===== src/rtl/toggle_reg_arbiter.sv =====
// ----------------------------------------------------------------------------
// toggle_reg_arbiter
//   Shares one W-bit register among N_REQ requesters. A round-robin arbiter
//   picks one requester at a time; the winner's op (hold, load, inverted
//   load, clear) is applied to the register and acknowledged with a
//   one-cycle pulse. A served requester must drop its request before the
//   arbiter returns to IDLE, so each request pulse yields exactly one op.
//
// Ports
//   clk       in   1              system clock, rising edge
//   rst_n     in   1              asynchronous reset, active-low
//   req       in   N_REQ          request level per requester
//   op        in   2*N_REQ        op[2i+1:2i]: 00 hold, 01 load, 10 inv-load, 11 clear
//   wdata     in   W*N_REQ        wdata[W*i+:W] operand for requester i
//   ack       out  N_REQ          one-hot, one-cycle completion pulse
//   grant_id  out  GW             index of current/last winner
//   busy      out  1              high in any state except IDLE
//   reg_out   out  W              shared register value
//   op_count  out  16             completed ops, saturating at 16'hFFFF
// ----------------------------------------------------------------------------
module toggle_reg_arbiter #(
  parameter int N_REQ = 4,
  parameter int W     = 8,
  localparam int GW   = (N_REQ > 1) ? $clog2(N_REQ) : 1
) (
  input  logic                 clk,
  input  logic                 rst_n,
  input  logic [N_REQ-1:0]     req,
  input  logic [2*N_REQ-1:0]   op,
  input  logic [W*N_REQ-1:0]   wdata,
  output logic [N_REQ-1:0]     ack,
  output logic [GW-1:0]        grant_id,
  output logic                 busy,
  output logic [W-1:0]         reg_out,
  output logic [15:0]          op_count
);

  typedef enum logic [1:0] {
    IDLE      = 2'b00,
    EXEC      = 2'b01,
    ACK       = 2'b10,
    WAIT_DROP = 2'b11
  } state_t;

  localparam logic [1:0] OP_HOLD  = 2'b00;
  localparam logic [1:0] OP_LOAD  = 2'b01;
  localparam logic [1:0] OP_INV   = 2'b10;
  localparam logic [1:0] OP_CLEAR = 2'b11;

  state_t             state_r;
  logic [GW-1:0]      last_ptr_r;
  logic [1:0]         op_r;
  logic [W-1:0]       wdata_r;

  logic [GW:0]        pick_s;
  logic               pick_valid_s;
  logic [GW-1:0]      pick_idx_s;
  logic [1:0]         op_sel_s;
  logic [W-1:0]       wdata_sel_s;
  logic [N_REQ-1:0]   ack_onehot_s;
  logic               req_granted_s;

  // Round-robin pick: returns {found, index} of the first set request
  // searching upward from last+1 with wrap. The loop runs from the farthest
  // candidate to the nearest so the nearest set request is the one kept.
  function automatic logic [GW:0] rr_pick(input logic [N_REQ-1:0] r,
                                          input logic [GW-1:0]    last);
    logic [GW:0]   res;
    logic [GW-1:0] cand_idx;
    int            cand;
    res = {(GW+1){1'b0}};
    for (int k = N_REQ; k >= 1; k--) begin
      cand     = (int'(last) + k) % N_REQ;
      cand_idx = GW'(cand);
      if (r[cand_idx]) begin
        res = {1'b1, cand_idx};
      end else begin
        res = res;
      end
    end
    return res;
  endfunction

  // Arbitration result and operand mux for the current winner candidate.
  always_comb begin
    pick_s       = rr_pick(req, last_ptr_r);
    pick_valid_s = pick_s[GW];
    pick_idx_s   = pick_s[GW-1:0];
    op_sel_s     = 2'b00;
    wdata_sel_s  = {W{1'b0}};
    for (int i = 0; i < N_REQ; i++) begin
      if (pick_idx_s == GW'(i)) begin
        op_sel_s    = op[2*i +: 2];
        wdata_sel_s = wdata[W*i +: W];
      end else begin
        op_sel_s    = op_sel_s;
        wdata_sel_s = wdata_sel_s;
      end
    end
  end

  // One-hot ack pattern and request level for the latched winner.
  always_comb begin
    ack_onehot_s  = {N_REQ{1'b0}};
    req_granted_s = 1'b0;
    for (int i = 0; i < N_REQ; i++) begin
      if (grant_id == GW'(i)) begin
        ack_onehot_s[i] = 1'b1;
        req_granted_s   = req[i];
      end else begin
        ack_onehot_s[i] = 1'b0;
        req_granted_s   = req_granted_s;
      end
    end
  end

  // Control FSM with registered outputs and the shared register itself.
  always_ff @(posedge clk or negedge rst_n) begin
    if (!rst_n) begin
      state_r    <= IDLE;
      last_ptr_r <= GW'(N_REQ - 1);
      op_r       <= 2'b00;
      wdata_r    <= {W{1'b0}};
      ack        <= {N_REQ{1'b0}};
      grant_id   <= {GW{1'b0}};
      busy       <= 1'b0;
      reg_out    <= {W{1'b0}};
      op_count   <= 16'h0000;
    end else begin
      case (state_r)
        IDLE: begin
          if (pick_valid_s) begin
            // op and wdata are captured here; later changes are ignored
            grant_id <= pick_idx_s;
            op_r     <= op_sel_s;
            wdata_r  <= wdata_sel_s;
            busy     <= 1'b1;
            state_r  <= EXEC;
          end else begin
            state_r  <= IDLE;
          end
        end
        EXEC: begin
          case (op_r)
            OP_HOLD:  reg_out <= reg_out;
            OP_LOAD:  reg_out <= wdata_r;
            OP_INV:   reg_out <= ~wdata_r;
            OP_CLEAR: reg_out <= {W{1'b0}};
            default:  reg_out <= reg_out;
          endcase
          if (op_count != 16'hFFFF) begin
            op_count <= op_count + 16'd1;
          end else begin
            op_count <= op_count;
          end
          ack     <= ack_onehot_s;
          state_r <= ACK;
        end
        ACK: begin
          ack        <= {N_REQ{1'b0}};
          last_ptr_r <= grant_id;
          state_r    <= WAIT_DROP;
        end
        WAIT_DROP: begin
          // the served requester must release before anyone is re-arbitrated
          if (!req_granted_s) begin
            busy    <= 1'b0;
            state_r <= IDLE;
          end else begin
            state_r <= WAIT_DROP;
          end
        end
        default: begin
          ack     <= {N_REQ{1'b0}};
          busy    <= 1'b0;
          state_r <= IDLE;
        end
      endcase
    end
  end

endmodule


===== config.mk =====
export PLATFORM = sky130hd
export DESIGN_NAME = toggle_reg_arbiter
export DESIGN_NICKNAME = d
export VERILOG_FILES = /design/src/rtl/toggle_reg_arbiter.sv
export SDC_FILE = /design/constraint.sdc
export NUM_CORES = 1
export LEC_CHECK = 0
export ABC_AREA = 1
export CORE_ASPECT_RATIO = 1.2
export CORE_UTILIZATION = 43
export CTS_CLUSTER_DIAMETER = 30
export DETAILED_ROUTE_END_ITERATION = 10
export PLACE_DENSITY_LB_ADDON = 0.05
export SYNTH_ARGS = -nofsm -noshare
export SYNTH_HDL_FRONTEND = slang
export SYNTH_SLANG_ARGS = --single-unit
export TNS_END_PERCENT = 100

===== constraint.sdc =====
create_clock -name clk -period 2 [get_ports clk]
set_clock_uncertainty 0.1 [all_clocks]
set_input_delay 0.4 -clock clk [delete_from_list [all_inputs] [get_ports clk]]
set_output_delay 0.4 -clock clk [all_outputs]
set_load 0.05 [all_outputs]

### Word-level counts from Yosys, hierarchy flattened

Cells that the tools add are included.

* bits in latches: 0
* ROM bits: 0
* bits in writable memories: 0
* flip-flop bits (word level): 45
* bits of input ports: 46
* logic and storage cells: 81
* memories: 0

* $add $sub $neg: 5
* shift operators: 0
* mux-type cells: 36
* magnitude comparators: 4
* multipliers: 0
* equal/unequal tests: 15
* divide/modulo/power cells: 0
* reduce and logical (&&, ||, !) cells: 10
* bitwise gates (word level): 2

Operator list (number)
* two-way mux 8 bit: 4
* one-hot mux 8 bit (3 select lines): 1
* adder 16 x 1 -> 16 bit (second input constant): 1
* equality test 2 bit (second input constant): 8
* inequality test 16 bit (second input constant): 1
* two-way mux 1 bit: 15
* less-than comparator 2 x 3 -> 1 bit (second input constant): 4
* two-way mux 3 bit: 4
* two-way mux 2 bit: 5
* binary-select mux 1 bit (select 2 bit): 4
* equality test 2 x 1 -> 1 bit (second input constant): 4
* logical NOT 2 bit: 4
* inverter 8 bit: 1
* one-hot mux 2 bit (4 select lines): 1
* one-hot mux 4 bit (2 select lines): 1
* AND reduction 2 bit: 3
* adder 2 x 1 -> 2 bit (second input constant): 2
* adder 2 bit (second input constant): 2
* inequality test 2 bit (second input constant): 2
* nonzero test 2 bit: 2
* AND reduction 3 bit: 1
* one-hot mux 1 bit (2 select lines): 1
* inverter 1 bit: 1

### Logic depth before layout (Yosys ltp)

* word-level depth: 12
* gate-level depth with buffers: 16
* gate-level depth less buffers: 14

### Worst setup path after synthesis

OpenSTA, ideal clock, no wires.

* path kind: register to register
* start: register op_count[0]
* end: register op_count[15]
* arrival time: 2.008 ns
* path buffers: 1
* slack: -0.233 ns
* setup time: 0.125 ns
* stages on the path, launching flop included: 11
* clock period less this slack: 2.233 ns
* cell sequence: dfrtp_1 -> ha_1 -> nand3_1 -> inv_1 -> nand3_1 -> inv_1 -> nand4_1 -> nand2_1 -> nand2_1 -> clkbuf_1 -> mux2_2

* cells in the longest elaborated chain, start to end: 2

Ends and longest elaborated chain
* start, declared: RTL line 35 `output logic [15:0] op_count`
* start signal, assigned: RTL line 152 `op_count <= op_count + 16'd1;`
* start signal, assigned: RTL line 154 `op_count <= op_count;`
* branches (longest 2 deep; another with adder 16 x 1 -> 16 bit)

Parallel ways; which one is timed is not known.
A chain may end at the register's enable or synchronous reset.

### Worst setup path in the final report

* start: register last_ptr_r[0]
* end: register op_r[1]

* cells in the longest elaborated chain, start to end: 12

Ends and longest elaborated chain
* start, declared: RTL line 51 `logic [GW-1:0] last_ptr_r;`
* start signal, assigned: RTL line 121 `last_ptr_r <= GW'(N_REQ - 1);`
* start signal, assigned: RTL line 161 `last_ptr_r <= grant_id;`
* adder 2 x 1 -> 2 bit: RTL line 73 `cand = (int'(last) + k) % N_REQ;`
* binary-select mux 1 bit (select 2 bit): RTL line 75 `if (r[cand_idx]) begin`
* two-way mux 1 bit (implied by the code): RTL line 75
* two-way mux 3 bit (3 in a row): RTL line 75
* two-way mux 3 bit *: RTL line 75
* logical NOT 2 bit: RTL line 92 `if (pick_idx_s == GW'(i)) begin`
* two-way mux 2 bit (4 in a row): RTL line 92
* end signal, assigned: RTL line 135 `op_r <= op_sel_s;`
* end, declared: RTL line 52 `logic [1:0] op_r;`

Mark *: on every way between the ends. The rest lies on a longest branch, timed or not. The select of a mux whose other input is x is not followed.

==> results_dict.tcl <==
set metrics [dict create \
    regToRegSetupSlack_ns -0.02 \
    port_buffers 76 \
    power_leakage_nw 1.992 \
    hp-class "reg2reg" \
    yosys-top-cells-area "dfrtp_1 40%, nand2_1 12%, inv_1 6.4%" \
    tightest_slew_ns 0.4482 \
    synth-seq-cells 45 \
    fp.dieW_um 74.26 \
    syn-num-nets 403 \
    ys_types 32 \
    design.die.area_um2 6587 \
    async_flop_share 1.000 \
    io-pin-count 77 \
    hold_violations 0 \
    rows 31 \
    drt_iter0_drc 131 \
    coreArea_um2 6051 \
    wl_met2_mm 3.813 \
    min_period_ns 2.019 \
    ys_seq_area_frac 0.4190 \
    synth_top_family_by_area "simple AND/OR/NAND/NOR gates" \
    drt_first_pass_iters 4 \
    cts_tree "built" \
    grt_max_degree 19 \
    worstPathArrival_ns 2.13 \
    via_per_inst 5.091 \
    fin_util 0.6791 \
    hold_slack_ns 0.4111 \
    max-cap-violations 0 \
    synthSimpleGateAreaFrac 0.3056 \
    synth_adder_area_share 0.02787 \
    violations "negative setup slack" \
    slew_headroom 0.6980 \
    cts_root_buffer "clkbuf_8" \
    clkTransAtPathRegs_ns 0.10 \
    grt_antenna_before_repair 0 \
    track_usage 0.2220 \
    numClockSinks 45 \
    grt_pass1_vias 2575 \
    finalWirelength_mm 7.492 \
    reg2reg_from "last_ptr_r[0]$_DFFE_PN1N_" \
    rsz0062_at_grt "yes" \
    critPathBufInv 3 \
    vdd_drop_max_uv 1063 \
    overflow 0 \
    holdPathStages 1 \
    synthFlopType "dfrtp_1" \
    maxSlewViolCount 0 \
    hp-start "op_count[14]$_DFFE_PN0P_" \
    hold_end "op_count[14]$_DFFE_PN0P_" \
    netlist_area_um2 2694 \
    die_h_um 88.71 \
    pre_cts_slack_ns -0.3266 \
    cts.htree.levels 2 \
    critical-path-top-delay-family "simple AND/OR/NAND/NOR gates" \
    setup_tns_ns -0.02200 \
    cp-start-kind "flop" \
    top_layer "met4" \
    synth.area.mux_share 0.008360 \
    yosysWarnings 0 \
    max_freq_mhz 495.2 \
    grt_first_pass_wirelength_mm 11.20 \
    wire_per_inst_um 13.57 \
    setup_viol 2 \
    synth_top_area_cell "dfrtp_1" \
    timing.final.ws_setup_ns -0.01929 \
    cp_slowest_cell "dfstp_2" \
    synth_top_area_share 0.3994 \
    gp_congestion 0.8556 \
    num-nets-final 521 \
    area_growth_syn_to_layout_pct 52.53 \
    power_density_nw_per_um2 1803 \
    critPathMostFrequentCell "nand2_2" \
    critical_path_class "reg2reg" \
    synth-xor-area-share 0.04877 \
    avgSynthCellArea_um2 7.675 \
    period_share 1.010 \
    critPathRequiredTime_ns 2.11 \
    m1WireLength_mm 3.111 \
    start_util 0.4452 \
    cts_buffers 5 \
    hpwlAfterDp_mm 5.329 \
    ys_top_cells_by_count "86 x nand2_1, 46 x inv_1, 43 x dfrtp_1" \
    rr_worst_depth 15 \
    status "complete, but fails checks" \
    clockBufferDepth 2 \
    clock_latency_ns 0.30 \
    num_vias 2810 \
    synth_edf_count 0 \
    synth_cells 351 \
    path_cells "buf_12, inv_8, nand2_2, nand2_2, nand2_2, nand2_2, nand2_4, nand2_4, nand2_4, nand2_8, buf_12, nand3_1, nand4_1, nand2_1, nand2_1" \
    path_max_fanout 8 \
    insertedDiodeCount 0 \
    dr_wl_met3_um 325 \
    synth_compound_area_frac 0.09568 \
    drive_gt1_frac 0.2894 \
    end_kind "flop" \
    slowest_delay_ns 0.57 \
    yosysMostFrequentCell "nand2_1" \
    r2r_end "op_r[1]$_DFFE_PN0P_" \
    ant_nets 0 \
    drc_errors 0 \
    fillers 529 \
]
## repair_timing
item | in CTS | in global routing
endpoints found under the setup margin | 11 | 21
cloned | 0 | 4
setup buffers | 2 | 5
hold endpoints to repair | 14 | 0
hold buffers | 1 | 0
gates resized for setup | 2 | 64
pin swaps | 0 | 22
## registers in the layout (all words and copies together) (netlist names)
register	flops
ack	4
grant_id	2
op_r	2
wdata_r	8
state_r	2
reg_out	8
busy	1
last_ptr_r	2
op_count	16
## worst reg2reg max path: cells and delay by family, from the launching register on
| kind | cells | cell delay, ns |
|---|---|---|
| buffers and inverters | 3 | 0.34 |
| DFF | 1 | 0.57 |
| and+or+nand+nor | 12 | 0.92 |
## cells in the final DEF (no fill, tap or decap), types with 13 or more instances in the layout
master	Yosys	routed
nand2_1	86	67
dfrtp_1	43	41
nand2_2	4	15
nand3_1	33	28
clkdlybuf4s50_1	0	43
inv_1	46	43
nor2_1	26	24
nand4_1	21	21
buf_4	2	63
o21ai_0	18	13
## layer usage
metal / global-route usage / up-vias
met5: 0 / -
li1: - / 1398
met2: 0.3975 / 78
met4: 0.08919 / 0
met1: 0.2641 / 1313
met3: 0.03303 / 21
## per-stage QoR
step	total power, mW	std cells	cell area [um^2]
after floorplan	4.544	351	2700
after global placement	5.797	532	3671
after detailed placement	5.876	532	3671
after CTS	6.552	543	3802
after global routing	8.004	552	4109
final	7.408	552	4109
## worst max path at each step
| stage | from | end | slack (ns) | depth (start not counted) |
|---|---|---|---|---|
| floorplan | op_count[0]$_DFFE_PN0P_ | op_count[1]$_DFFE_PN0P_ | 0.02 | 10 |
| global placement | req[3] | wdata_r[1]$_DFFE_PN0P_ | -0.31 | 13 |
| detailed placement | req[3] | wdata_r[1]$_DFFE_PN0P_ | -0.33 | 13 |
| CTS | last_ptr_r[0]$_DFFE_PN1N_ | wdata_r[1]$_DFFE_PN0P_ | -0.03 | 13 |
| global route | last_ptr_r[0]$_DFFE_PN1N_ | wdata_r[4]$_DFFE_PN0P_ | -0.13 | 15 |
| finish | last_ptr_r[0]$_DFFE_PN1N_ | op_r[1]$_DFFE_PN0P_ | -0.02 | 15 |
## cell type report
cell class | instances | area, um^2 | share of cell area
Inverter | 51 | 207.7 | 0.05055
Clock buffer | 5 | 68.82 | 0.01675
Timing Repair inverter | 1 | 7.507 | 0.001827
Multi-Input combinational cell | 248 | 1510 | 0.3675
Tap cell | 82 | 102.6 | 0.02497
Timing Repair Buffer | 117 | 1056 | 0.2570
Clock inverter | 3 | 25.02 | 0.006090
Sequential cell | 45 | 1131 | 0.2753
## report_power, final
part,internal (mW),switching (mW)
registers,1.28,0.334
clock network,0.253,0.343
logic,2.08,3.12
total,3.61,3.80
## logic make-up (layout without fill, tap and decap cells)
| logic type | count (synthesis) | in the layout |
|---|---|---|
| simple gates | 179 | 181 |
| buf+inv | 60 | 177 |
| flops | 45 | 45 |
| compound gates | 44 | 44 |
| xor+xnor | 15 | 15 |
| fa+ha+maj | 6 | 6 |
| mux | 2 | 2 |
Note: power is estimated with default switching activity, not from simulation.
